===== src/rtl/jtoutrun_subbus.sv =====
// jtoutrun_subbus
// Main-CPU-side initiator for the shared sub-CPU bus. When the main CPU selects
// the sub window, this block requests the bus and waits for the grant. It then
// runs one 16-bit access on the sub bus and returns the read data and an ack to
// the main CPU's DTACK logic. After an access it keeps the bus for a short
// time, so that back-to-back accesses skip re-arbitration. If the grant never
// comes, the request is aborted with a timeout pulse and all-ones read data.
//
// Ports
//   clk, rst         system clock; asynchronous active-high reset
//   cpu_cs           main CPU access to the sub window (held until cpu_ok)
//   cpu_A/dsn/rnw    main CPU address [19:1], {UDSn,LDSn}, read/not-write
//   cpu_dout         main CPU write data
//   cpu_din          read data returned to the main CPU
//   cpu_ok           access finished (held until cpu_cs drops)
//   timeout          one-cycle pulse when the grant wait is aborted
//   main_br          bus request to the sub CPU DMA arbiter
//   main_A/dsn/rnw   sub bus address, strobes (active low), direction
//   main_dout        sub bus write data (always the full word)
//   main_din         sub bus read data
//   main_ok          sub bus granted to us and not busy
// All outputs are registered.
module jtoutrun_subbus #(
  parameter int SETTLE = 2,    // cycles main_ok is ignored after strobes go out
  parameter int HOLD   = 16,   // idle cycles the bus is kept after an access
  parameter int TOUT   = 1023  // grant wait limit (cycles)
) (
  input  logic        clk,
  input  logic        rst,
  input  logic        cpu_cs,
  input  logic [18:0] cpu_A,
  input  logic [1:0]  cpu_dsn,
  input  logic        cpu_rnw,
  input  logic [15:0] cpu_dout,
  output logic [15:0] cpu_din,
  output logic        cpu_ok,
  output logic        timeout,
  output logic        main_br,
  output logic [18:0] main_A,
  output logic [1:0]  main_dsn,
  output logic        main_rnw,
  output logic [15:0] main_dout,
  input  logic [15:0] main_din,
  input  logic        main_ok
);

  typedef enum logic [2:0] {S_IDLE, S_REQ, S_ACCESS, S_DONE, S_HOLD} state_t;

  // The counter compares against "last" values: the transition fires on the
  // N-th cycle spent in the state, because the counter is cleared on entry.
  localparam logic [9:0] SETTLE_W  = 10'(SETTLE);
  localparam logic [9:0] HOLD_LAST = 10'(HOLD - 1);
  localparam logic [9:0] TOUT_LAST = 10'(TOUT - 1);

  state_t      state_reg, state_next;
  logic [9:0]  cnt_reg, cnt_next;
  logic [1:0]  dsn_lat_reg, dsn_lat_next;  // strobes held back while waiting for grant
  logic        br_next, rnw_next, ok_next, tout_next;
  logic [18:0] a_next;
  logic [1:0]  dsn_next;
  logic [15:0] dout_next, din_next;

  always_comb begin
    state_next   = state_reg;
    cnt_next     = cnt_reg;
    dsn_lat_next = dsn_lat_reg;
    br_next      = main_br;
    a_next       = main_A;
    dsn_next     = main_dsn;
    rnw_next     = main_rnw;
    dout_next    = main_dout;
    din_next     = cpu_din;
    ok_next      = cpu_ok;
    tout_next    = 1'b0;
    case (state_reg)
      S_IDLE: begin
        if (cpu_cs) begin
          a_next       = cpu_A;
          rnw_next     = cpu_rnw;
          dout_next    = cpu_dout;
          dsn_lat_next = cpu_dsn;
          dsn_next     = 2'b11;
          br_next      = 1'b1;
          cnt_next     = '0;
          state_next   = S_REQ;
        end
      end
      S_REQ: begin
        dsn_next = 2'b11;
        if (!cpu_cs) begin
          // Main CPU gave up before the grant: withdraw quietly, no ack.
          br_next    = 1'b0;
          state_next = S_IDLE;
        end else if (main_ok) begin
          dsn_next   = dsn_lat_reg;
          cnt_next   = '0;
          state_next = S_ACCESS;
        end else if (cnt_reg == TOUT_LAST) begin
          din_next   = 16'hFFFF;
          tout_next  = 1'b1;
          ok_next    = 1'b1;
          br_next    = 1'b0;
          state_next = S_DONE;
        end else begin
          cnt_next = cnt_reg + 10'd1;
        end
      end
      S_ACCESS: begin
        // The sub side decodes chip selects through a register, so main_ok
        // may still reflect the previous cycle during the first SETTLE cycles.
        if (cnt_reg < SETTLE_W) begin
          cnt_next = cnt_reg + 10'd1;
        end else if (main_ok) begin
          if (main_rnw) din_next = main_din;
          dsn_next   = 2'b11;
          ok_next    = 1'b1;
          state_next = S_DONE;
        end
      end
      S_DONE: begin
        if (!cpu_cs) begin
          ok_next = 1'b0;
          if (main_br) begin
            cnt_next   = '0;
            state_next = S_HOLD;
          end else begin
            state_next = S_IDLE;
          end
        end
      end
      S_HOLD: begin
        dsn_next = 2'b11;
        // A new request beats the hold expiry on the same cycle.
        if (cpu_cs) begin
          a_next       = cpu_A;
          rnw_next     = cpu_rnw;
          dout_next    = cpu_dout;
          dsn_lat_next = cpu_dsn;
          dsn_next     = cpu_dsn;
          cnt_next     = '0;
          state_next   = S_ACCESS;
        end else if (cnt_reg == HOLD_LAST) begin
          br_next    = 1'b0;
          state_next = S_IDLE;
        end else begin
          cnt_next = cnt_reg + 10'd1;
        end
      end
      default: begin
        br_next    = 1'b0;
        dsn_next   = 2'b11;
        ok_next    = 1'b0;
        state_next = S_IDLE;
      end
    endcase
  end

  always_ff @(posedge clk or posedge rst) begin
    if (rst) begin
      state_reg   <= S_IDLE;
      cnt_reg     <= '0;
      dsn_lat_reg <= 2'b11;
      main_br     <= 1'b0;
      main_A      <= '0;
      main_dsn    <= 2'b11;
      main_rnw    <= 1'b1;
      main_dout   <= '0;
      cpu_din     <= '0;
      cpu_ok      <= 1'b0;
      timeout     <= 1'b0;
    end else begin
      state_reg   <= state_next;
      cnt_reg     <= cnt_next;
      dsn_lat_reg <= dsn_lat_next;
      main_br     <= br_next;
      main_A      <= a_next;
      main_dsn    <= dsn_next;
      main_rnw    <= rnw_next;
      main_dout   <= dout_next;
      cpu_din     <= din_next;
      cpu_ok      <= ok_next;
      timeout     <= tout_next;
    end
  end

endmodule


===== config.mk =====
export PLATFORM = sky130hd
export DESIGN_NAME = jtoutrun_subbus
export DESIGN_NICKNAME = d
export VERILOG_FILES = /design/src/rtl/jtoutrun_subbus.sv
export SDC_FILE = /design/constraint.sdc
export NUM_CORES = 1
export LEC_CHECK = 0
export ABC_AREA = 1
export CORE_ASPECT_RATIO = 0.9
export CORE_MARGIN = 10
export CORE_UTILIZATION = 30
export CTS_CLUSTER_DIAMETER = 200
export DETAILED_ROUTE_END_ITERATION = 8
export GPL_TIMING_DRIVEN = 0
export PLACE_DENSITY = 0.56
export SLEW_MARGIN = 20
export SYNTH_ARGS = -nofsm -noshare
export SYNTH_HDL_FRONTEND = slang
export SYNTH_SLANG_ARGS = --single-unit

===== constraint.sdc =====
create_clock -name clk -period 3.1 [get_ports clk]
set_input_delay 0.465 -clock clk [delete_from_list [all_inputs] [get_ports clk]]
set_output_delay 0.465 -clock clk [all_outputs]
set_load 0.01 [all_outputs]

# == Yosys cells after proc, flatten, opt, wreduce, memory -nomap -nowiden ==
# Cells that the tools add are included.
# word_totals
inputBits,58
reg_bits,72
wordCells,105
out_inout_bits,57
# classes
n_mux,53
bitwise_logic,3
eq_ne,24
add_sub_neg,1
reduce_logical,12
magnitude_cmp,1
# op_table
op,count
$mux W16,6
$mux W10,9
$pmux W10 S5,1
$pmux W16 S2,1
$mux W3,10
$ne A2 B2 Y1 const B,12
$mux W1,16
$ne A3 B3 Y1 const B,5
$pmux W3 S5,1
$reduce_and A7 Y1,2
$mux W2,6
$reduce_and A6 Y1,2
$add A10 B1 Y10 const B,1
$eq A10 B10 Y1 const B,1
$eq A10 B4 Y1 const B,1
$lt A10 B2 Y1 const B,1
$pmux W2 S5,1
$pmux W1 S4,2
$reduce_and A8 Y1,1
$eq A3 B2 Y1 const B,2
$reduce_bool A5 Y1,1
$ne A4 B4 Y1 const B,1
$reduce_and A4 Y1,1
$reduce_or A2 Y1,2
6 further kinds,8

# == Longest topological paths before layout ==
# depth
depth_word,5
mapped_depth,11
ltp_nobuf,10

# == Worst setup path after synthesis ==
# OpenSTA, ideal clock, no wires.
# synth_path
path_kind,register to register
from,reg cnt_reg[0]
to,reg cpu_din[0]
synth_period_minus_slack_ps,1618
path_stages_with_launch,12
setup_time_ps,120
setup_slack_ps,1482
required_ps,2980
path_buffers,2
t_arrival_ps,1499
cell_sequence,dfrtp_1 > clkbuf_1 > inv_1 > ha_1 > nand3_1 > nor2_1 > nand3_1 > nand2_1 > nand2_4 > buf_6 > nand2_1 > o21ai_2
# synth_via
elab_chain_cells,3
elab_cells_between_ends,5
cone_classes,order compare: 1; eq/ne: 3; reduce/logical: 1
# synth_rtl
item,line_no,source
start: declaration,56,"logic [9:0] cnt_reg, cnt_next;"
start signal: assignment,173,cnt_reg <= cnt_next;
$lt A10 B2 Y1 / $eq A10 B10 Y1 (equally long branches),"111, 98",
$ne A2 B2 Y1 (no source line),n/a,
$reduce_and A7 Y1 (no source line) *,n/a,
end signal: assignment,180,cpu_din <= din_next;
end: declaration,35,"output logic [15:0] cpu_din,"
# Mark *: on every way between the ends. The rest lies on a longest branch, timed or not.
# A chain may end at the register's enable or synchronous reset.

# == Worst setup path after layout ==
# layout_path
from,reg cnt_reg[0]
to,reg cnt_reg[4]
# layout_via
elab_chain_cells,5
elab_cells_between_ends,15
cone_classes,add/sub: 1; order compare: 1; eq/ne: 5; mux: 7; reduce/logical: 1
# layout_rtl
item,line_no,source
$add A10 B1 Y10,"105, 112, 146",
$mux W10,98,end else if (cnt_reg == TOUT_LAST) begin
$mux W10,94,end else if (main_ok) begin
$mux W10,90,if (!cpu_cs) begin
$pmux W10 S5,75,case (state_reg)
# Several ways; a longest one is shown, not always the timed one. The select of a mux whose other input is x is not followed.

==> results.toml <==
[sta]
worst_pin_slew_ns = 0.461
worst_slack_ns = 1.18
rsz0062_at_grt = "false"
hold_viol = 0
holdWs_ns = 0.477
skew_ns = 0.0105
fin_crit_sh_pct = 62.0
setup_viol = 0
layout_min_cycle_time_ns = 1.92
fmax_mhz = 520
slew_violations = 0
relSlewSlack_pct = 69.3

[yosys]
ys.flop_type = "dfrtp_1"
ys_seq_elements = 72
synth.cell_area_mm2 = 0.00351
yosysUniqueCellTypes = 32
postSynthAreaPerCell_um2 = 9.20
synth_nets = 442
synth_cells = 382
yosys_warnings = 0
yosysSeqAreaShare_pct = 51.4
synth_edf_count = 0
async_flop_share_pct = 100

[cells_and_area]
nNetsFinal = 568
antennaDiodeCount = 0
ff_latch_area_mm2 = 0.00181
final_common_cell = "clkdlybuf4s50_1"
multiInputGateArea_mm2 = 0.00150
area_growth_pct = 46.7
n_fill_cell = 1125
drive_gt1_share_pct = 16.8
final_cell_mix = "clkdlybuf4s50_1, nand2_1, dfrtp_1, nor2_1, nand3_1"
largest_reg_flops = 19
regMostFlops = "main_A"
reg.largest.list = "main_A (19), cpu_din (16), main_dout (16)"
stdcell_count = 669

[route]
drt_iter0_markers = 101
vias = 2976
drt_first_pass_iters = 4
totalWireLength_um = 9650
drc = 0
wl_per_cell_um = 14.4
avgViaCountPerCell = 4.45
ant_nets = 0

[clock_tree]
htree_levels = 3
cts_buffers = 9
cts_num_sinks = 72
cts_tree = "done"
cts_setup_buffers = 0
clockRootBuffer = "clkbuf_16"
clockBufferDepth = 2
cts_resized = 0
clk_pin_slew_ns = 0.06
cts_hold_buf = 0
insertion_delay_ns = 0.33

[floorplan]
ios = 115
rows = 37
initial_core_util_pct = 30.7
die_x_um = 134
core_mm2 = 0.0114
fp.dieH_um = 123
die_area_mm2 = 0.0165

[global_routing]
grt_pass1_vias = 3080
antenna_found_initial = 0
grt_max_degree = 46
grt_pass1_wl_um = 15700
grt_usage_pct = 11.9
grt-ovfl-total = 0

[status]
status = "completed"

[pwr]
switching_power_uw = 1690
intPower_uw = 3130
design_power_total_uw = 4830
peakVddDrop_uv = 497
pwr-share-seq_pct = 33.1
power_density_mw_per_mm2 = 936
power_frac_comb_pct = 47.1
power_leakage_uw = 0.00236
sw_frac_of_total_pct = 35.1
clkPwrFrac_pct = 19.8

[placed_design]
place_hpwl_um = 7360
gp_routability_congestion = 0.809
post-place-ws_ns = 0.970
place_inst = 653
port_buffers = 114

[setup_path]
crit-reg2reg-launch = "cnt_reg[0]"
critical_path_class = "flip-flop to flip-flop"
cp-end-kind = "flip-flop"
critPathMaxFanout = 10
required_ns = 3.32
crit_path_start = "cnt_reg[0]"
crit_arrival_ns = 2.14
start_kind = "flip-flop"

[hold_path]
hp-class = "input pin to async pin"

[flow_run]
cap_violations = 0
-- Yosys cell counts (all sizes together) (4+ instances only) --
| cell type | count | area [um^2] |
|---|---|---|
| mux2 | 37 | 417 |
| nand4 | 4 | 25.0 |
| inv | 30 | 113 |
| nor2 | 53 | 219 |
| buf | 11 | 85.1 |
| dfrtp | 67 | 1680 |
| o21ai | 28 | 159 |
| nand2 | 97 | 379 |
| dfstp | 5 | 131 |
| nand3 | 35 | 190 |
-- per-stage QoR --
| stage | instance area [um^2] | TNS [ns] | util, % |
|---|---|---|---|
| floorplan | 3510 | 0 | - |
| global placement | 4850 | -35.34 | 42.4 |
| detailed placement | 4880 | 0 | 42.7 |
| CTS | 5160 | 0 | 45.1 |
| finish | 5160 | 0 | 45.1 |
| global route | 5160 | 0 | 45.1 |
-- power by group through the flow --
stage	logic (uW)	clock network [uW]	registers (uW)
6_report	2270	954	1600
5_1_grt	2510	1030	1650
4_1_cts	2320	990	1600
3_5_place_dp	2310	0	1610
3_3_place_gp	2290	0	1600
2_1_floorplan	1000	0	1770
-- final cells by class --
| type | instances | share of cell area [%] |
|---|---|---|
| inverters | 30 | 2.23 |
| clock inverters | 5 | 0.631 |
| well taps | 156 | 3.79 |
| multi-input cells | 267 | 29.1 |
| plain buffers | 13 | 1.80 |
| repair buffers | 115 | 22.7 |
| flip-flops and latches | 72 | 35.1 |
| clock buffers | 11 | 4.71 |
-- cell families after synthesis --
| logic type | after synthesis | synth area share, % |
|---|---|---|
| xor+xnor | 1 | 0.249 |
| buf+inv | 43 | 5.84 |
| simple gates | 193 | 24.2 |
| fa+ha+maj | 2 | 0.712 |
| compound gates | 34 | 5.73 |
| flops | 72 | 51.4 |
| mux | 37 | 11.9 |
-- worst max-delay path, cell delays in order (launching register included) --
cell and delay [ns]:
dfrtp_1 0.35, clkbuf_1 0.30, inv_1 0.11, ha_1 0.21, nand3_1 0.07, nor2_1 0.06
nand2_1 0.09, nor2_1 0.04, nor2_1 0.15, nand3_2 0.23, nand2_1 0.12, nand2_1 0.05
-- per-layer routing --
metal / share of wire (%) / GRT usage [%] / up-vias
met5: 0 / 0 / -
met1: 43 / 13.8 / 1376
met4: 1.1 / 3.94 / 0
met3: 11 / 6.82 / 9
met2: 45 / 18.2 / 100
li1: - / - / 1491
-- path summary, 6_finish.rpt --
kind | slack (ns) | cells after the start | to
max | 1.18 | 11 | cnt_reg[4]
min | 0.48 | 2 | state_reg[0]
max reg2reg | 1.18 | 11 | cnt_reg[4]
min reg2reg | 0.48 | 2 | main_dsn[0]
max in group asynchronous | 2.01 | 3 | main_rnw
min in group clk | 0.48 | 2 | main_dsn[0]
(Power assumes the default switching activity.)
